--- src/rtl/l2_line_adaptor_pkg.sv ---
// Shared types for the L2 line adaptor: FSM state encoding and beat-count constants.
// Latency: n/a (types and constants only).
// Backpressure: n/a.
package l2_adaptor_types;

  // Beats per cache line and the width of the beat index.
  localparam int n_beats    = 4;
  localparam int s_beat_idx = $clog2(n_beats);

  // Adaptor FSM states.
  typedef enum logic [2:0] {
    IDLE,
    READ,
    WRITE,
    RESP,
    HOLD
  } state_e;

endpackage

--- src/rtl/l2_line_adaptor.sv ---
// Converts L2 256-bit line read/write requests into 4-beat 64-bit memory bursts and
// answers with a one-cycle completion pulse.
// Latency: request seen -> line_resp_o in 5 cycles minimum; one beat per burst_resp_i.
// Backpressure: burst beats advance only on burst_resp_i; L2 requests are level-held
// until line_resp_o, and a HOLD cycle stops a still-asserted request from being re-taken.
// Ports:
//   clk, rst                          clock, async active-high reset
//   line_read_i/line_write_i          L2 requests (level)
//   line_address_i/line_wdata_i       L2 line address and write line
//   line_rdata_o/line_resp_o          assembled read line, completion pulse
//   burst_read_o/burst_write_o        memory burst requests
//   burst_address_o/burst_wdata_o     line-aligned address, current write beat
//   burst_rdata_i/burst_resp_i        current read beat, beat-done strobe
module l2_line_adaptor
  import l2_adaptor_types::*;
#(
  parameter int s_line  = 256,
  parameter int s_burst = 64
) (
  input  logic               clk,
  input  logic               rst,
  input  logic               line_read_i,
  input  logic               line_write_i,
  input  logic [31:0]        line_address_i,
  input  logic [s_line-1:0]  line_wdata_i,
  output logic [s_line-1:0]  line_rdata_o,
  output logic               line_resp_o,
  output logic               burst_read_o,
  output logic               burst_write_o,
  output logic [31:0]        burst_address_o,
  output logic [s_burst-1:0] burst_wdata_o,
  input  logic [s_burst-1:0] burst_rdata_i,
  input  logic               burst_resp_i
);

  // Byte-offset bits within a line are cleared on the latched address.
  localparam logic [31:0] line_off_mask = 32'(s_line / 8 - 1);
  localparam logic [s_beat_idx-1:0] last_beat = s_beat_idx'(n_beats - 1);

  state_e                  state_q, state_d;
  logic [s_beat_idx-1:0]   cnt_q, cnt_d;
  logic [31:0]             addr_q, addr_d;
  logic [s_line-1:0]       wline_q, wline_d;
  logic [s_line-1:0]       rline_q, rline_d;

  always_ff @(posedge clk or posedge rst) begin
    if (rst) begin
      state_q <= IDLE;
      cnt_q   <= '0;
      addr_q  <= '0;
      wline_q <= '0;
      rline_q <= '0;
    end else begin
      state_q <= state_d;
      cnt_q   <= cnt_d;
      addr_q  <= addr_d;
      wline_q <= wline_d;
      rline_q <= rline_d;
    end
  end

  always_comb begin
    state_d = state_q;
    cnt_d   = cnt_q;
    addr_d  = addr_q;
    wline_d = wline_q;
    rline_d = rline_q;
    unique case (state_q)
      IDLE: begin
        // Write wins when both requests are present.
        if (line_write_i) begin
          addr_d  = line_address_i & ~line_off_mask;
          wline_d = line_wdata_i;
          cnt_d   = '0;
          state_d = WRITE;
        end else if (line_read_i) begin
          addr_d  = line_address_i & ~line_off_mask;
          cnt_d   = '0;
          state_d = READ;
        end
      end
      READ: begin
        if (burst_resp_i) begin
          rline_d[cnt_q*s_burst +: s_burst] = burst_rdata_i;
          cnt_d = cnt_q + 1'b1;
          if (cnt_q == last_beat) state_d = RESP;
        end
      end
      WRITE: begin
        if (burst_resp_i) begin
          cnt_d = cnt_q + 1'b1;
          if (cnt_q == last_beat) state_d = RESP;
        end
      end
      RESP:    state_d = HOLD;
      HOLD:    state_d = IDLE;
      default: state_d = IDLE;
    endcase
  end

  // All outputs come from state or registers only.
  assign burst_read_o    = (state_q == READ);
  assign burst_write_o   = (state_q == WRITE);
  assign line_resp_o     = (state_q == RESP);
  assign burst_address_o = addr_q;
  assign line_rdata_o    = rline_q;
  assign burst_wdata_o   = (state_q == WRITE) ? wline_q[cnt_q*s_burst +: s_burst] : '0;

endmodule

--- config.mk ---
export PLATFORM = sky130hd
export DESIGN_NAME = l2_line_adaptor
export DESIGN_NICKNAME = d
export VERILOG_FILES = /design/src/rtl/l2_line_adaptor_pkg.sv /design/src/rtl/l2_line_adaptor.sv
export SDC_FILE = /design/constraint.sdc
export NUM_CORES = 1
export LEC_CHECK = 0
export CAP_MARGIN = 40
export CORE_AREA = 3 3 274 276
export DETAILED_ROUTE_END_ITERATION = 16
export DIE_AREA = 0 0 277 279
export PLACE_DENSITY = 0.54
export SLEW_MARGIN = 20
export SYNTH_ARGS = -nofsm -noshare
export SYNTH_HDL_FRONTEND = slang
export SYNTH_SLANG_ARGS = --single-unit
--- constraint.sdc ---
create_clock -name clk -period 24.7 [get_ports clk]
set_clock_uncertainty 0.1 [all_clocks]
set_input_delay 4.94 -clock clk [delete_from_list [all_inputs] [get_ports clk]]
set_output_delay 4.94 -clock clk [all_outputs]
set_load 0.01 [all_outputs]
==> results of run 1 <==
[cells in the final DEF (no fill, tap or decap), drive strengths merged, types with 2 or more instances in the layout]
| master | n |
|---|---|
| a21o | 2 |
| a21oi | 2 |
| a22o | 116 |
| buf | 37 |
| bufinv | 5 |
| clkbuf | 91 |
| clkdlybuf4s50 | 701 |
| clkinv | 14 |
| clkinvlp | 3 |
| conb | 5 |
| dfrtp | 544 |
| diode | 17 |
| ha | 5 |
| inv | 143 |
| mux2 | 283 |
| mux4 | 64 |
| nand2 | 15 |
| nand3 | 3 |
| nand4 | 129 |
| nor2 | 7 |
| nor2b | 66 |
| nor3 | 3 |
| nor3b | 3 |
| nor4 | 2 |
| o21ai | 153 |
| or3b | 2 |
[kinds of logic after synthesis]
logic type	after synthesis
compound gates	276
xor+xnor	1
fa+ha+maj	5
buf+inv	277
flops	544
mux	347
other cells	1
simple gates	237
[worst paths after layout]
path	startpoint	end	cells after the start	slack (ps)
min	wline_q[131]$_DFFE_PP0P_	wline_q[131]$_DFFE_PP0P_	1	380
max in group asynchronous	rst	wline_q[109]$_DFFE_PP0P_	8	16760
min reg2reg	wline_q[131]$_DFFE_PP0P_	wline_q[131]$_DFFE_PP0P_	1	380
max	cnt_q[1]$_DFFE_PP0P_	burst_wdata_o[29]	4	16260
max reg2reg	state_q[2]$_DFFE_PP0P_	wline_q[242]$_DFFE_PP0P_	6	20990
min in group asynchronous	rst	line_rdata_o[175]$_DFFE_PP0P_	2	4780
[metal layers]
| metal | up-vias | routed length (um) |
|---|---|---|
| li1 | 7463 | - |
| met1 | 8562 | 30650 |
| met2 | 666 | 39050 |
| met3 | 131 | 7421 |
| met4 | 26 | 1861 |
| met5 | - | 160 |
[per-stage QoR]
stage | instance area [um^2] | util, % | cells | hold slack (ps) | total power [mW]
2_1_floorplan | 22920 | - | 1692 | 352.4 | 2.357
3_3_place_gp | 30660 | 42.10 | 3236 | 363.8 | 3.180
3_5_place_dp | 30830 | 42.32 | 3244 | 370.1 | 3.225
4_1_cts | 33090 | 45.43 | 3364 | 382.5 | 4.255
5_1_grt | 33210 | 45.60 | 3375 | 396.2 | 4.443
6_report | 33230 | 45.63 | 3385 | 376.1 | 4.195
[sequential cells by signal, summed over array words and instances, names as in the netlist]
signal	cells
wline_q	256
state_q	3
cnt_q	2
burst_address_o	27
line_rdata_o	256
[report_power, final]
group          switching [mW]  internal, mW
logic                   0.753         0.963
clock network           0.404         0.598
registers               0.218          1.26
total                    1.37          2.82
[cell type report]
cell class              count  area (um^2)  share of cell area, %
clock buffers              91         1896                  5.704
well taps                 959         1200                  3.610
repair buffers            738         7485                  22.52
inverters                 136        518.0                  1.559
flip-flops and latches    544        13620                  40.98
diodes                     17        42.54                 0.1280
clock inverters            29        366.6                  1.103
multi-input cells         871         8107                  24.39
==> results.yml, run 1 <==
status:
  outcome: "completed"
critical_path:
  startpoint_type: "register"
  crit_path_max_fanout: 46
  path_cells: "buf_4 -> mux4_2 -> nor2b_1 -> clkdlybuf4s50_1"
  cp_slowest_cell: "buf_4"
  slowest_delay_ps: 730
  crit_required_ps: 19660
  cp_num_buf_inv: 2
  path_class: "reg2out"
  crit_path_end_kind: "output port"
  worst_ep_arrival_time_ps: 3400
  cp_top_family: "buffers and inverters"
placement:
  dpl.hpwl_mm: 56.07
  dpl_worst_slack_ps: 15820
  port_buffers: 701
  finalWeightedCongestion: 0.8186
die:
  die_w_um: 277
  boundaryPins: 712
  rows: 99
  fp.coreArea_um2: 72830
  dieArea_um2: 77280
  start_util_pct: 31.44
  die_y_um: 279
sta:
  finalHoldViolCount: 0
  rsz0062_at_grt: "false"
  finalCritPeriodShare_pct: 34.18
  worst_slack_ps: 16260
  finalSetupTns_ps: 0
  setup_viol: 0
  slew_headroom_pct: 32.08
  maxSlewViolCount: 0
  fmax_ghz: 0.1184
  period_needed_ps: 8444
  worst_pin_slew_ps: 1019
global_route:
  grt_pass1_wl_mm: 118.9
  use_met1_pct: 23.63
  grt_use_total_pct: 20.13
  met2_usage_pct: 34.14
  grt_max_degree: 160
  top_usage_layer: "met2"
  grt_use_met3_pct: 8.060
  antenna_found_initial: 31
  grt_overflow_total: 0
  grt_pass1_vias: 17990
synth:
  async_flop_share_pct: 100.0
  seq_area_frac_synth_pct: 59.44
  ys_top_cells_by_count: "544 x dfrtp_1, 218 x mux2_2, 153 x o21ai_0, 136 x inv_1, 129 x nand4_1"
  yosysMostFrequentCell: "dfrtp_1"
  yosys.area_share.simple_pct: 6.518
  synthesis.area_um2: 22900
  synth-edff-count: 0
  synth_top_family_by_area: "multiplexers"
  ys_ff_latch: 544
  synthFlopType: "dfrtp_1"
  post_synth.cell_area_avg_um2: 13.57
  synthDistinctLibCells: 40
  postSynthCellCount: 1688
  synth-compound-area-share_pct: 7.998
  synthTopCellsByArea: "dfrtp_1 59%, mux2_2 11%, mux4_2 6.3%"
  synth_largest_area_cell: "dfrtp_1"
  synth_mux_area_share_pct: 20.21
  synth_adder_area_share_pct: 0.2732
  synth_top_area_share_pct: 59.44
  synth_xor_area_share_pct: 0.03824
  yosysWarnings: 0
min_path:
  hp-class: "reg2reg"
route:
  routed_wl_mm: 79.14
  ant_nets: 0
  wl_per_cell_um: 23.38
  drt_pass1_iterations: 5
  drt_iter0_markers: 840
  post_drt_via_cell_ratio: 4.977
  drc: 0
  vias: 16850
clocking:
  cts_tree: "done"
  clock-root-buffer: "clkbuf_16"
  cts_setup_buffers: 0
  htreeDepth: 3
  clkTransAtPathRegs_ps: 60
  cts_sinks: 544
  cts_buffer_depth: 3
  post_cts_resize_count: 0
  ctsHoldBuffers: 0
  cts_buffers: 66
  worstSkewPairLatency_ps: 590
power_and_ir_drop:
  peakVddDrop_v: 0.00007128
  p_per_area_nw_per_um2: 126.2
  p_leak_nw: 13.89
finish:
  n_fill_cell: 6589
  nets: 2719
  drive_above_1_share_pct: 18.56
  area_growth_pct: 45.12
job:
  max-cap-violations: 0
(Power assumes the default switching activity.)
==> run 2, diff against run 1 <==
- clock period: 24.7 -> 7.8 ns (I/O delays scaled with it)
==> run 2 against run 1 <==
Effect of this change:
- utilization decreased by 0.34 points
- highest routed layer unchanged
- non-clock buffer count is 3 lower
- worst setup slack got worse by 14000 ps
==> results.yml, run 2 (synthesis gave the netlist of run 1 again) <==
route:
  wl_per_cell_um: 23.14
  ant_nets: 0
  vias: 16800
  post_drt_via_cell_ratio: 4.996
  routed_wl_mm: 77.81
  drt_pass1_iterations: 6
  drc: 0
  drt_iter0_markers: 890
finish:
  n_fill_cell: 6628
  drive_above_1_share_pct: 18.06
  layout_commonest_cell: "clkdlybuf4s50_1"
  area_growth_pct: 44.02
  layout_common_cells: "701 x clkdlybuf4s50_1, 542 x dfrtp_1, 218 x mux2_2"
  final_util_pct: 45.29
  nets: 2710
die:
  rows: 99
  boundaryPins: 712
  dieArea_um2: 77280
  die_y_um: 279
  die_w_um: 277
  fp.coreArea_um2: 72830
  start_util_pct: 31.44
critical_path:
  cp_slowest_cell: "dfrtp_4"
  crit_path_max_fanout: 35
  crit_path_end_kind: "output port"
  slowest_delay_ps: 920
  startpoint_type: "register"
  path_class: "reg2out"
  path_cells: "buf_4 -> buf_16 -> mux4_2 -> nor2b_1 -> clkdlybuf4s50_1"
  worst_ep_arrival_time_ps: 3480
  crit_required_ps: 6140
placement:
  finalWeightedCongestion: 0.8134
  dpl.hpwl_mm: 54.35
  port_buffers: 701
  dpl_worst_slack_ps: 3126
global_route:
  grt_max_degree: 189
  grt_use_total_pct: 19.61
  grt_overflow_total: 0
  grt_pass1_vias: 17890
  grt_pass1_wl_mm: 116.7
  antenna_found_initial: 30
sta:
  setup_viol: 0
  rsz0062_at_grt: "false"
  finalHoldViolCount: 0
  worst_pin_slew_ps: 1082
  fmax_ghz: 0.1944
  slew_headroom_pct: 27.84
  finalCritPeriodShare_pct: 65.95
  timing.hold.ws_ps: 380.9
  maxSlewViolCount: 0
  worst_slack_ps: 2656
  period_needed_ps: 5144
clocking:
  post_cts_resize_count: 0
  cts_buffers: 60
  cts_sinks: 544
  cts_tree: "done"
  clkTransAtPathRegs_ps: 60
  cts_buffer_depth: 3
  cts_setup_buffers: 0
  ctsHoldBuffers: 0
  htreeDepth: 2
  worstSkewPairLatency_ps: 590
  clock-root-buffer: "clkbuf_16"
status:
  outcome: "completed"
power_and_ir_drop:
  p_leak_nw: 13.79
  p_per_area_nw_per_um2: 393.8
  peakVddDrop_v: 0.0002281
min_path:
  hp-class: "reg2reg"
job:
  max-cap-violations: 0
## run 2: worst paths after layout
kind | end | cells past startpoint | slack (ps) | start
hold / removal | wline_q[144]$_DFFE_PP0P_ | 1 | 380 | wline_q[144]$_DFFE_PP0P_
min in group asynchronous | line_rdata_o[178]$_DFFE_PP0P_ | 2 | 1310 | rst
max in group asynchronous | wline_q[55]$_DFFE_PP0P_ | 3 | 4880 | rst
setup reg to reg | line_rdata_o[140]$_DFFE_PP0P_ | 6 | 4250 | cnt_q[0]$_DFFE_PP0P_
hold reg to reg | wline_q[144]$_DFFE_PP0P_ | 1 | 380 | wline_q[144]$_DFFE_PP0P_
setup / recovery | burst_wdata_o[45] | 5 | 2660 | cnt_q[0]$_DFFE_PP0P_
## run 2: power breakdown
group,total [mW],switching (mW),leakage [nW],internal (mW)
registers,4.71,0.723,6.54,3.99
clock network,2.91,1.16,1.01,1.75
logic,5.37,2.31,6.24,3.05
## run 2: critical path, delay by kind of cell (launching register included)
family | cells | cell delay [ps]
muxes | 1 | 550
buffers and inverters | 3 | 1230
and+or+nand+nor | 1 | 140
DFF | 1 | 920
## run 2: area by class of cell
cell class                      count  area (um^2)  area share, %
Multi-Input combinational cell    871         8112          24.59
Antenna cell                       12        30.03        0.09104
Timing Repair Buffer              735         7467          22.64
Clock inverter                     16        195.2         0.5918
Inverter                          136        514.2          1.559
Tap cell                          959         1200          3.638
Clock buffer                       90         1846          5.595
Sequential cell                   544        13620          41.29
## run 2: routing by layer
layer	vias up	global-route usage, %	wire length (um)
met1	8559	23.08	29850
met2	652	32.73	37660
met5	-	0	196
met4	32	6.250	2195
met3	141	8.069	7907
li1	7419	-	-
## run 2: metrics by stage
| stage | area, um^2 | power, mW | std cells | setup TNS, ps |
|---|---|---|---|---|
| 6_report | 32980 | 12.99 | 3363 | 0 |
| 3_5_place_dp | 30760 | 10.18 | 3239 | 0 |
| 2_1_floorplan | 22920 | 7.465 | 1692 | -685400 |
| 3_3_place_gp | 30700 | 10.01 | 3236 | 0 |
| 4_1_cts | 32800 | 13.18 | 3345 | 0 |
| 5_1_grt | 32960 | 13.77 | 3355 | 0 |
